File: src/rtl/pc_ras.sv
// Fetch-stage program counter: sequential/absolute/relative branches, call/return
// through a circular return-address stack, stall, and a sticky halt state.
module pc_ras #(
  parameter int unsigned   D         = 12,
  parameter int unsigned   OFF_W     = 8,
  parameter int unsigned   RAS_DEPTH = 4,
  parameter logic [D-1:0]  RESET_VEC = '0
) (
  input  logic                               clk,
  input  logic                               reset,
  input  logic                               stall,
  input  logic                               jcnd,
  input  logic [2:0]                         branch,
  input  logic [D-1:0]                       target,
  input  logic [OFF_W-1:0]                   offset,
  output logic [D-1:0]                       prog_ctr,
  output logic [$clog2(RAS_DEPTH+1)-1:0]     ras_cnt,
  output logic                               ras_ovf,
  output logic                               ras_unf,
  output logic                               halted
);

  localparam int unsigned CW = $clog2(RAS_DEPTH + 1);
  localparam int unsigned PW = $clog2(RAS_DEPTH);

  localparam logic [2:0] BR_SEQ  = 3'b000;
  localparam logic [2:0] BR_ABS  = 3'b001;
  localparam logic [2:0] BR_JMP  = 3'b010;
  localparam logic [2:0] BR_REL  = 3'b011;
  localparam logic [2:0] BR_JREL = 3'b100;
  localparam logic [2:0] BR_CALL = 3'b101;
  localparam logic [2:0] BR_RET  = 3'b110;
  localparam logic [2:0] BR_HALT = 3'b111;

  typedef enum logic {
    S_RUN  = 1'b0,
    S_HALT = 1'b1
  } state_t;

  state_t          state;
  logic [D-1:0]    ras_mem [RAS_DEPTH];
  logic [PW-1:0]   ras_top;

  logic [D-1:0]    pc_inc;
  logic [D-1:0]    pc_rel;
  logic [D-1:0]    pc_nxt;
  logic [PW-1:0]   top_inc;
  logic            ras_full;
  logic            ras_empty;
  logic            do_push;
  logic            do_pop;
  logic            set_ovf;
  logic            set_unf;
  logic            go_halt;

  // Candidate next-PC values; offset is sign-extended to the PC width.
  always_comb begin
    pc_inc    = prog_ctr + D'(1);
    pc_rel    = prog_ctr + D'($signed(offset));
    top_inc   = ras_top + PW'(1);
    ras_full  = (ras_cnt == CW'(RAS_DEPTH));
    ras_empty = (ras_cnt == '0);
  end

  // Command decode; defaults hold everything, so stall and HALT fall through.
  always_comb begin
    pc_nxt  = prog_ctr;
    do_push = 1'b0;
    do_pop  = 1'b0;
    set_ovf = 1'b0;
    set_unf = 1'b0;
    go_halt = 1'b0;
    if (state == S_RUN && !stall) begin
      case (branch)
        BR_SEQ:  pc_nxt = pc_inc;
        BR_ABS:  pc_nxt = jcnd ? target : pc_inc;
        BR_JMP:  pc_nxt = target;
        BR_REL:  pc_nxt = jcnd ? pc_rel : pc_inc;
        BR_JREL: pc_nxt = pc_rel;
        BR_CALL: begin
          pc_nxt  = target;
          do_push = 1'b1;
          set_ovf = ras_full;
        end
        BR_RET: begin
          if (ras_empty) begin
            pc_nxt  = pc_inc;
            set_unf = 1'b1;
          end else begin
            pc_nxt = ras_mem[ras_top];
            do_pop = 1'b1;
          end
        end
        BR_HALT: go_halt = 1'b1;
        default: pc_nxt = prog_ctr;
      endcase
    end
  end

  // Control state, PC, stack pointer/count and sticky flags.
  always_ff @(posedge clk or posedge reset) begin
    if (reset) begin
      state    <= S_RUN;
      prog_ctr <= RESET_VEC;
      ras_top  <= '0;
      ras_cnt  <= '0;
      ras_ovf  <= 1'b0;
      ras_unf  <= 1'b0;
      halted   <= 1'b0;
    end else begin
      case (state)
        S_RUN: begin
          prog_ctr <= pc_nxt;
          if (do_push) begin
            ras_top <= top_inc;
            if (!ras_full) ras_cnt <= ras_cnt + CW'(1);
          end else if (do_pop) begin
            ras_top <= ras_top - PW'(1);
            ras_cnt <= ras_cnt - CW'(1);
          end
          if (set_ovf) ras_ovf <= 1'b1;
          if (set_unf) ras_unf <= 1'b1;
          if (go_halt) begin
            state  <= S_HALT;
            halted <= 1'b1;
          end
        end
        S_HALT: begin
          state  <= S_HALT;
          halted <= 1'b1;
        end
        default: state <= S_RUN;
      endcase
    end
  end

  // Stack storage; a push when full lands on the oldest slot because the pointer wraps.
  always_ff @(posedge clk) begin
    if (do_push) ras_mem[top_inc] <= pc_inc;
  end

endmodule

File: config.mk
export PLATFORM = sky130hd
export DESIGN_NAME = pc_ras
export DESIGN_NICKNAME = d
export VERILOG_FILES = /design/src/rtl/pc_ras.sv
export SDC_FILE = /design/constraint.sdc
export NUM_CORES = 1
export LEC_CHECK = 0
export ABC_AREA = 1
export BUFFER_PORTS_ARGS = -buffer_cell sky130_fd_sc_hd__buf_2
export CAP_MARGIN = 20
export CORE_MARGIN = 4
export CORE_UTILIZATION = 64
export DETAILED_ROUTE_END_ITERATION = 12
export PLACE_DENSITY = 0.86
export SETUP_SLACK_MARGIN = 0.3
export SYNTH_ARGS = -nofsm -noshare
export SYNTH_HDL_FRONTEND = slang
export SYNTH_SLANG_ARGS = --single-unit
File: constraint.sdc
create_clock -name clk -period 3.5 [get_ports clk]
set_clock_uncertainty 0.05 [all_clocks]
set_input_delay 0.525 -clock clk [delete_from_list [all_inputs] [get_ports clk]]
set_output_delay 0.525 -clock clk [all_outputs]
set_load 0.05 [all_outputs]
Word-level counts from Yosys, hierarchy flattened --
Memory sizes are Yosys's and may differ from the RTL's. Index checks and enable logic that the tools add are counted.
Storage, ports and cells: bits of input ports 27, flip-flop bits (word level) 21, memories 1, memory bits (writable) 48, logic and storage cells 64, output and inout port bits 18
Memories:
- ras_mem | depth 4, bits a word 12, read ports 1, clocked after memory_dff 0, wr ports 1, line 41 | logic [D-1:0] ras_mem [RAS_DEPTH];
Cells by class: equal/unequal tests 10, bitwise gates (word level) 1, mux-type cells 27, $add $sub $neg 6, reduce and logical (&&, ||, !) cells 12
Operators with widths (count):
- 12-bit case mux with 6 select lines | 1
- 12-bit two-way mux | 3
- 1-bit two-way mux | 16
- 3-bit == test, second input constant | 5
- 12-bit by 1-bit adder with 12-bit output, second input constant | 1
- 12-bit adder | 1
- 3-bit two-way mux | 3
- 3-bit by 2-bit == test with 1-bit output, second input constant | 2
- 3-bit logical NOT | 2
- 2-bit AND reduction | 3
- 3-bit AND reduction | 2
- 6-bit nonzero test | 1
- 2-bit two-way mux | 2
- 2-bit inequality test, second input constant | 2
- 1-bit case mux with 2 select lines | 2
- 3-bit by 1-bit adder with 3-bit output, second input constant | 1
- 3-bit by 1-bit == test with 1-bit output, second input constant | 1
- 3-bit by 1-bit subtractor with 3-bit output, second input constant | 1
- 2-bit by 1-bit adder with 2-bit output, second input constant | 1
- 2-bit nonzero test | 1
- 2-bit OR reduction | 1
- 2-bit by 1-bit subtractor with 2-bit output, second input constant | 1
- 1-bit logical AND | 1
- 1-bit logical NOT | 1
- 1-bit NOT | 1

Logic depth before layout (Yosys ltp) --
Gate-level depths: netlist of run 1.
word-level depth 6, mapped depth 13, mapped depth without buffers 13

Worst setup path before layout of run 1 --
No wires, ideal clock.
path type flip-flop to flip-flop, start point register prog_ctr[0], end point register prog_ctr[8], data arrival time 2.009 ns, data required time 3.332 ns, path slack 1.323 ns, setup time 0.118 ns, period minus slack after synthesis 2.177 ns, stages on the path, launching flop included 14, path buffers 0, path through dfrtp_1 ha_1 inv_1 fa_1 inv_1 nand3_1 nand3_1 nand2_1 nand2_1 nand2_1 nand3_1 nand3_1 nand2_1 nand2_1
Between the ends: cells in the longest elaborated chain, start to end 3, elaborated cells on any way between the ends 6, classes of those cells add/sub: 2; mux: 4
Ends and longest elaborated chain:
- from (decl) | line 16 | output logic [D-1:0] prog_ctr,
- from (signal assigned) | line 113 | prog_ctr <= pc_nxt;
- 12-bit by 1-bit adder with 12-bit output or 12-bit adder (tied branches) | line 58, 59
- 12-bit two-way mux, on equally long branches | line 86, 76, 78
- 12-bit case mux with 6 select lines * | line 74 | case (branch)
Every way passes the cells marked *; elsewhere a longest branch is shown, timed or not. A chain may end at the register's enable or synchronous reset.

Final worst setup path of run 1 --
start point register ras_top[1], end point memory ras_mem[2][8], enable pin
Between the ends: cells in the longest elaborated chain, start to end 1
Ends and longest elaborated chain:
- from (decl) | line 42 | logic [PW-1:0] ras_top;
- from (signal assigned) | line 115 | ras_top <= top_inc;
- from (signal assigned) | line 118 | ras_top <= ras_top - PW'(1);
- 2-bit by 1-bit adder with 2-bit output | line 60 | top_inc = ras_top + PW'(1);
- to (decl) | line 41
Every way passes these cells.

==> results.txt, run 1 <==
TritonCTS clock tree = built
Final Worst Setup Slack = 1.19 ns
Initial Util = 66.8%
Io pins = 45
Clock Sinks = 69
IO buf count = 44
Top area cells in the synthesized netlist = edfxtp_1, nand2_1, dfrtp_1
Hold_buf cts = 0
Setup crit start = ras_top[1]
Post-synth top area share = 33.4%
CP max FO = 16
Critical path type = flop to flop
Clk slew on worst S/H paths = 0.08 ns
Final Hold Vio Count = 0
DPL Wire Length = 8.39 mm
Yosys warns = 0
Core box area = 0.00646 sq mm
Post-CTS Setup Repair Bufs = 0
Tcrit/Tclk final = 66.1%
Setup violators final = 0
Worst skew pair latency = 0.35 ns
Initial antenna violation count = 0
Clock share of power = 42.2%
Routed via count = 4,021
CP Capture Type = flop
Die Wd = 90.1 um
Vias in the first global route = 3,795
Remaining Overflow, GRT = 0
Root buffer cell = clkbuf_8
Arrival time at the worst endpoint = 2.32 ns
Sequential share of power = 50.8%
Reg2reg start = ras_top[1]
Internal Pwr Total = 1.31 mW
Fraction of layout cells with a size suffix above 1 = 13.1%
Max cap viols = 0
Post-synth EDFFs = 48
Fin cells = 696
First-pass GRT wire length = 18.3 mm
Power per Cell Area = 353 mW/mm^2
Tot GR Track Use = 28.4%
Row cnt = 29
Count leader, synth = nand2_1
Least-Margin Pin Slew = 1.02 ns
Seq/Total Area, Yosys = 45.6%
Area Growth Syn to Fin = 11.9%
Worst reg-to-reg setup slack = 1.19 ns
H-tree depth = 3
Dpl ws = 0.998 ns
Logic pwr share = 7.0%
Ant. Diodes = 0
R2r worst-path depth = 5
Final wirelength = 11.2 mm
Worst Hold Class = primary input to asynchronous set/reset pin
Worst slew margin = 31.7%
Final Max Tran Viols = 0
Max Fclk = 432 MHz
CTS max path bufs = 2
Post-CTS resize count = 0
Post-synth top cells = nand2_1, nor2_1, inv_1
Max IR drop VDD = 0.000234 V
Distinct cells, synth = 31
Switching Share = 23.3%
Synth Instances = 565
Num CTS Buffers = 9
Startpoint types = flop
Sw Pwr = 0.396 mW
Syn Std Cell Area = 0.00431 sq mm
Asr flop ratio synth = 30.4%
Required @ worst endpoint = 3.50 ns
Syn nets = 610
Final nets = 659
Avg Cell Area, Syn = 7.63 sq um
DRC = 0
Top cell type by total area after synthesis = edfxtp_1
Reg-to-Reg End = ras_mem[2][8]
Status = completed
Largest net degree at the start of global routing = 26
Die area = 0.00811 sq mm
Setup_tns = 0 ns
Fin crit period = 2.31 ns
DRT iter0 DRCs = 254
Routed len/inst = 16.1 um
Leak pwr = 2.43 nW
RePlAce Congestion = 0.952
RSZ-0062 raised after global routing = no
Detail Route Antenna Nets = 0
Placed Cells incl. Taps = 680
Flops & latches, synth = 69
Pre-antenna DRT Iters = 5
Synth Flop Type = edfxtp_1
Vias per cell = 5.78
Die height = 90.1 um
cells by family after synthesis:
logic type / after synthesis / synth area share [%]
xor gates and xnor gates: 12 / 2.44
adders and majority gates: 18 / 5.57
AOI/OAI and AO/OA: 54 / 7.05
and+or+nand+nor: 333 / 32.2
DFF: 69 / 45.6
buffers and inverters: 79 / 7.17
metrics by stage:
step	hold slack [ns]	area, sq um	power, mW	util, %
floorplan	0.397	4310	0.957	-
CTS	0.308	4820	1.69	74.7
detailed placement	0.395	4610	0.999	71.3
global route	0.351	4820	1.75	74.7
finish	0.283	4820	1.70	74.7
global placement	0.392	4610	0.994	71.3
worst max-delay path, stage by stage, from the launching register on:
cell and delay (ns):
dfrtp_1 0.57, inv_1 0.47, ha_1 0.24, inv_1 0.04, nor2_1 0.37, buf_4 0.27
how the worst max path moves through the flow:
stage	end	slack, ns	depth (start not counted)
2_1_floorplan	prog_ctr[8]	1.32	13
3_3_place_gp	ras_mem[3][9]	1.12	7
3_5_place_dp	ras_mem[3][9]	1.0	7
4_1_cts	ras_mem[2][8]	1.17	5
5_1_grt	ras_mem[2][6]	1.03	5
6_report	ras_mem[2][8]	1.19	5
per-layer routing:
layer | vias up | wire (um) | GRT usage [%]
met4 | 0 | 503 | 14.9
li1 | 1924 | - | -
met2 | 209 | 5360 | 46.0
met3 | 43 | 876 | 2.84
met5 | - | 0 | 0
met1 | 1845 | 4460 | 37.7
cell type report:
class                   instances  area, sq um
clock buffers                  10          128
clock inverters                 6         87.6
fillers                       526         1640
inverters                      69          259
multi-input cells             417         2040
flip-flops and latches         69         1970
well taps                      77         96.3
repair buffers                 48          250
power by group through the flow:
stage / registers, mW / logic (mW) / clock network (mW)
after floorplan: 0.882 / 0.0749 / 0
after CTS: 0.864 / 0.117 / 0.713
final: 0.864 / 0.120 / 0.717
after detailed placement: 0.882 / 0.117 / 0
after global placement: 0.882 / 0.112 / 0
after global routing: 0.864 / 0.133 / 0.755
cell usage in the layout (no fill, tap or decap), drive strengths merged, types with 7 or more instances in the layout:
master	Yosys	routed
nand2	168	168
nor2	95	95
inv	69	69
nand3	56	56
edfxtp	48	48
buf	8	48
o21ai	30	30
dfrtp	21	21
ha	16	16
a21oi	15	15
clkbuf	2	10
xor2	8	8
nand4	7	7
registers in the layout, summed over array words and instances (netlist names):
register and cells:
ras_cnt 3, state 1, ras_top 2, ras_unf 1, ras_ovf 1, halted 1, ras_mem 48, prog_ctr 12
Note: power is estimated with default switching activity, not from simulation.
==> inputs of run 2 (changes only) <==
--- a/config.mk
+++ b/config.mk
@@ -5,13 +5,13 @@
 export SDC_FILE = /design/constraint.sdc
 export NUM_CORES = 1
 export LEC_CHECK = 0
-export ABC_AREA = 1
+export ABC_AREA = 0
 export BUFFER_PORTS_ARGS = -buffer_cell sky130_fd_sc_hd__buf_2
 export CAP_MARGIN = 20
 export CORE_MARGIN = 4
-export CORE_UTILIZATION = 64
+export CORE_UTILIZATION = 59
 export DETAILED_ROUTE_END_ITERATION = 12
-export PLACE_DENSITY = 0.86
+export PLACE_DENSITY = 0.8
 export SETUP_SLACK_MARGIN = 0.3
 export SYNTH_ARGS = -nofsm -noshare
 export SYNTH_HDL_FRONTEND = slang
==> constraint.sdc (replaced) <==
create_clock -name clk -period 2.33 [get_ports clk]
set_clock_uncertainty 0.05 [all_clocks]
set_input_delay 0.3495 -clock clk [delete_from_list [all_inputs] [get_ports clk]]
set_output_delay 0.3495 -clock clk [all_outputs]
set_load 0.05 [all_outputs]
==> results.txt, run 2 <==
Critical path type = flop to flop
Final Max Tran Viols = 0
Fill cells = 410
Vias in the first global route = 3,167
Reg-to-Reg End = prog_ctr[10]
First-pass GRT wire length = 15.6 mm
Tot GR Track Use = 24.4%
Arrival time at the worst endpoint = 2.63 ns
Max IR drop VDD = 0.000558 V
TritonCTS clock tree = built
Initial antenna violation count = 0
Setup crit start = prog_ctr[0]
Failing checks = setup timing
Final Worst Setup Slack = -0.0740 ns
DPL Wire Length = 6.92 mm
Avg Cell Area, Syn = 11.5 sq um
Power per Cell Area = 1220 mW/mm^2
Slowest stage cell, crit path = or4b_1
CTS max path bufs = 2
Worst Hold Class = primary input to flop
Placement Cell Area = 0.00460 sq mm
Least-Margin Pin Slew = 0.694 ns
Top area cells in the synthesized netlist = edfxtp_1, dfrtp_1, mux4_2
Row cnt = 29
Die area = 0.00822 sq mm
Worst path top cell family by delay = simple AND/OR/NAND/NOR gates
Detail Route Antenna Nets = 0
Die height = 90.7 um
Routed via count = 3,137
CP max FO = 2
Synth Flop Type = edfxtp_1
Leak pwr = 1.88 nW
WHS Path Cells = 2
Finished Cell Area = 0.00500 sq mm
Crit path cell chain = ha_4, inv_2, fa_2, and2b_1, o21ai_2, a21boi_2, o31ai_4, or4b_1, and3_4, o21ai_2
Max reg flops = 48
Routed len/inst = 19.1 um
H-tree depth = 3
Worst reg-to-reg setup slack = -0.07 ns
Asr flop ratio synth = 30.4%
Count leader, synth = edfxtp_1
Top cell type by total area after synthesis = edfxtp_1
Top reg by flops = ras_mem
Sequential cell area = 0.00199 sq mm
Layout Utilization = 76.9%
Vias per cell = 6.20
Post-synth top area share = 35.7%
CP Capture Type = flop
Syn nets = 396
Fin cells = 506
CP bufs+invs = 1
Largest net degree at the start of global routing = 18
Reg2reg start = prog_ctr[0]
Io pins = 45
Area Growth Syn to Fin = 23.9%
Final wirelength = 9.67 mm
Core box area = 0.00649 sq mm
Clock Sinks = 69
Commonest non-fill, non-tap cell in the layout = edfxtp_1
Hold_sp = stall
Max cap viols = 0
Post-synth top cells = edfxtp_1, inv_1, nor2_1
Biggest regs = ras_mem x48, prog_ctr x12, ras_cnt x3
Die Wd = 90.7 um
Area of the multi-input gates = 0.00216 sq mm
Startpoint types = flop
Seq/Total Area, Yosys = 48.8%
Setup violators final = 2
Worst skew pair latency = 0.35 ns
Distinct cells, synth = 61
Synth Instances = 351
DRC = 0
RePlAce Congestion = 0.891
Syn Std Cell Area = 0.00403 sq mm
Yosys warns = 0
DRT iter0 DRCs = 259
Ant. Diodes = 0
CP dominant cell by count = o21ai_2
Root buffer cell = clkbuf_8
Dpl ws = -0.139 ns
Num CTS Buffers = 9
Slowest stage delay, CP = 0.48 ns
RSZ-0062 raised after global routing = yes
Final Hold Vio Count = 0
Placed Cells incl. Taps = 485
Fraction of layout cells with a size suffix above 1 = 37.3%
Pre-antenna DRT Iters = 5
Worst slew margin = 53.7%
Tcrit/Tclk final = 103%
Flops & latches, synth = 69
Final nets = 470
Fin crit period = 2.40 ns
Commonest non-fill, non-tap cells in the layout = edfxtp_1, buf_2, inv_1, nor2_1, buf_4
Hold EP = ras_unf
Max Fclk = 416 MHz
IO buf count = 44
Clk slew on worst S/H paths = 0.08 ns
R2r worst-path depth = 10
Post-synth EDFFs = 48
Initial Util = 62.1%
Status = finished, violations left
Remaining Overflow, GRT = 0
Required @ worst endpoint = 2.56 ns
[run 2: cell types whose count changed in the layout (fill, tap and decap cells not counted), moves of 11 or more]
cell and change:
inv_1 -38, nor2_1 -64, o21ai_0 -14, nand3_1 -49, mux4_2 +12, dfrtp_1 -13, buf_4 +21, dfrtp_2 +11
nand2_1 -146
[run 2: report_power, final]
part	leakage, nW	internal [mW]	switching (mW)
Combinational	1.14	1.30	1.93
Sequential	0.648	1.68	0.253
Clock	0.0931	0.488	0.464
Total	1.88	3.47	2.65
[run 2: how the worst max path moves through the flow]
stage | slack (ns) | depth (start not counted) | endpoint
after floorplan | -0.15 | 10 | prog_ctr[10]
after global placement | -0.05 | 11 | prog_ctr[10]
after detailed placement | -0.14 | 11 | prog_ctr[10]
after CTS | -0.08 | 10 | prog_ctr[10]
after global routing | -0.17 | 11 | prog_ctr[8]
final | -0.07 | 10 | prog_ctr[10]
[run 2: through the flow]
step / TNS [ns] / power, mW / hold WS [ns]
2_1_floorplan: -0.245 / 4.00 / 0.275
3_3_place_gp: -0.0897 / 4.69 / 0.373
3_5_place_dp: -0.271 / 4.80 / 0.369
4_1_cts: -0.147 / 6.00 / 0.221
5_1_grt: -0.330 / 6.50 / 0.233
6_report: -0.140 / 6.12 / 0.222
[run 2: kinds of logic after synthesis]
kind of cell    count (synthesis)  share of synthesized area (%)
mux                            16                           7.69
buf+inv                        37                           3.97
flops                          69                           48.8
fa+ha+maj                      18                           5.96
compound gates                 97                           16.5
xor+xnor                       16                           3.47
simple gates                   98                           13.6
[run 2: timing repair]
item                                   CTS  global route
buffers inserted                         4             1
endpoints found under the hold margin    5             0
pin swaps                               11             8
resized for setup                       20            16
hold buffers                             1             0
setup endpoints to repair                8            15
[run 2: layout make-up]
| class | count | share of cell area [%] |
|---|---|---|
| tap | 77 | 1.93 |
| sequential | 69 | 39.8 |
| multi-input combinational | 245 | 43.3 |
| inverter | 27 | 2.03 |
| clock buffer | 9 | 2.48 |
| clock inverter | 6 | 1.28 |
| timing repair buffer | 73 | 9.21 |
[run 2: layer usage]
| layer | up-vias | GRT usage, % | wire length (um) |
|---|---|---|---|
| met2 | 102 | 40.6 | 4890 |
| met1 | 1550 | 31.9 | 4070 |
| met5 | - | 0 | 0 |
| met4 | 0 | 8.04 | 140 |
| met3 | 14 | 5.08 | 567 |
| li1 | 1471 | - | - |
==> inputs of run 3 (changes only) <==
--- a/config.mk
+++ b/config.mk
@@ -8,7 +8,7 @@
 export ABC_AREA = 0
 export BUFFER_PORTS_ARGS = -buffer_cell sky130_fd_sc_hd__buf_2
 export CAP_MARGIN = 20
-export CORE_MARGIN = 4
+export CORE_MARGIN = 5
 export CORE_UTILIZATION = 59
 export DETAILED_ROUTE_END_ITERATION = 12
 export PLACE_DENSITY = 0.8
==> constraint.sdc (replaced) <==
create_clock -name clk -period 2.33 [get_ports clk]
set_clock_uncertainty 0.05 [all_clocks]
set_input_delay 0.1165 -clock clk [delete_from_list [all_inputs] [get_ports clk]]
set_output_delay 0.1165 -clock clk [all_outputs]
set_load 0.05 [all_outputs]
==> results.txt, run 3 (synthesis gave the netlist of run 2 again) <==
Commonest non-fill, non-tap cells in the layout = edfxtp_1, buf_2, buf_4
Tcrit/Tclk final = 103%
Crit path cell chain = ha_4, inv_2, fa_2, and2b_1, o21ai_2, a21boi_2, o31ai_4, buf_4, a21oi_1, or3_1, nor3b_1
Final nets = 475
Remaining Overflow, GRT = 0
Max cap viols = 0
Arrival time at the worst endpoint = 2.58 ns
Vias per cell = 6.13
DPL Wire Length = 7.06 mm
Ant. Diodes = 0
Tot GR Track Use = 22.8%
TritonCTS clock tree = built
Worst skew pair latency = 0.35 ns
Final wirelength = 9.67 mm
Fin Hold WS = 0.0819 ns
Slowest stage delay, CP = 0.50 ns
Final Worst Setup Slack = -0.0774 ns
Die Wd = 92.7 um
Worst reg-to-reg setup slack = -0.08 ns
Critical path type = flop to flop
Clock Sinks = 69
Initial antenna violation count = 0
Final Max Tran Viols = 0
Max reg flops = 48
Clk slew on worst S/H paths = 0.08 ns
CTS max path bufs = 2
Worst path top cell family by delay = simple AND/OR/NAND/NOR gates
First-pass GRT wire length = 15.0 mm
Vias in the first global route = 3,046
Root buffer cell = clkbuf_8
Setup violators final = 2
Num CTS Buffers = 9
Area Growth Syn to Fin = 25.7%
Leak pwr = 1.92 nW
Top reg by flops = ras_mem
Failing checks = setup timing
Power per Cell Area = 1220 mW/mm^2
Initial Util = 60.0%
Required @ worst endpoint = 2.51 ns
CP Capture Type = flop
Commonest non-fill, non-tap cell in the layout = edfxtp_1
Least-Margin Pin Slew = 0.850 ns
RePlAce Congestion = 0.896
Dpl ws = -0.0860 ns
RSZ-0062 raised after global routing = yes
Worst Hold Class = primary input to flop
DRT iter0 DRCs = 232
Biggest regs = ras_mem x48, prog_ctr x12, ras_cnt x3
Die area = 0.00859 sq mm
Routed len/inst = 18.8 um
Row cnt = 30
Core box area = 0.00672 sq mm
CP max FO = 2
Fill cells = 442
Detail Route Antenna Nets = 0
Startpoint types = flop
Routed via count = 3,157
DRC = 0
Final Hold Vio Count = 0
Die height = 92.7 um
Max IR drop VDD = 0.000517 V
IO buf count = 44
Status = finished, violations left
Io pins = 45
Pre-antenna DRT Iters = 6
Fraction of layout cells with a size suffix above 1 = 38.2%
Fin crit period = 2.41 ns
Worst slew margin = 43.3%
H-tree depth = 3
Max Fclk = 415 MHz
Slowest stage cell, crit path = dfrtp_4
Largest net degree at the start of global routing = 22
CP bufs+invs = 2
[run 3: layout make-up]
class	instances	area [sq um]	share of cell area (%)
Inverter	27	101	2.00
Multi-Input combinational cell	245	2180	43.0
Tap cell	80	100	1.97
Timing Repair Buffer	78	499	9.85
Clock inverter	6	71.3	1.41
Sequential cell	69	1990	39.2
Clock buffer	10	128	2.52
[run 3: layer usage]
metal | share of wire [%] | GRT usage, % | wire length (um) | up-vias
li1 | - | - | - | 1489
met1 | 42 | 29.8 | 4050 | 1540
met2 | 50 | 38.3 | 4860 | 112
met3 | 6.7 | 4.47 | 646 | 16
met4 | 1.2 | 7.81 | 114 | 0
met5 | 0 | 0 | 0 | -
[run 3: power breakdown]
group          internal, mW  switching [mW]
sequential             1.68           0.253
combinational          1.35            1.94
clock                 0.502           0.478
[run 3: through the flow]
stage	std cells	instance area, sq um	power (mW)	util [%]	TNS [ns]
finish	515	5070	6.20	75.4	-0.146
global route	515	5070	6.55	75.4	-0.293
global placement	488	4590	4.70	68.3	0
detailed placement	488	4590	4.83	68.3	-0.162
floorplan	351	4160	4.00	-	-0.245
CTS	514	4940	6.00	73.5	-0.0774
[run 3: worst paths after layout]
| check | from | end | cells after the start |
|---|---|---|---|
| setup reg to reg | prog_ctr[0] | prog_ctr[8] | 11 |
| max in group asynchronous | reset | prog_ctr[3] | 3 |
| hold / removal | target[4] | prog_ctr[4] | 3 |
| hold reg to reg | ras_unf | ras_unf | 2 |
| setup / recovery | prog_ctr[0] | prog_ctr[8] | 11 |
| min in group asynchronous | reset | ras_unf | 3 |
[run 3: repair_timing]
item	CTS	global route
pin swaps	17	5
gates resized for setup	17	24
hold endpoints to repair	23	0
setup endpoints to repair	7	11
setup buffers	8	1
hold buffers	2	0
[run 3: worst reg2reg max path: stages, from the launching register on]
cell,delay [ns]
dfrtp_4,0.50
ha_4,0.17
inv_2,0.05
fa_2,0.18
and2b_1,0.19
o21ai_2,0.15
a21boi_2,0.10
o31ai_4,0.22
buf_4,0.16
a21oi_1,0.07
or3_1,0.30
nor3b_1,0.14
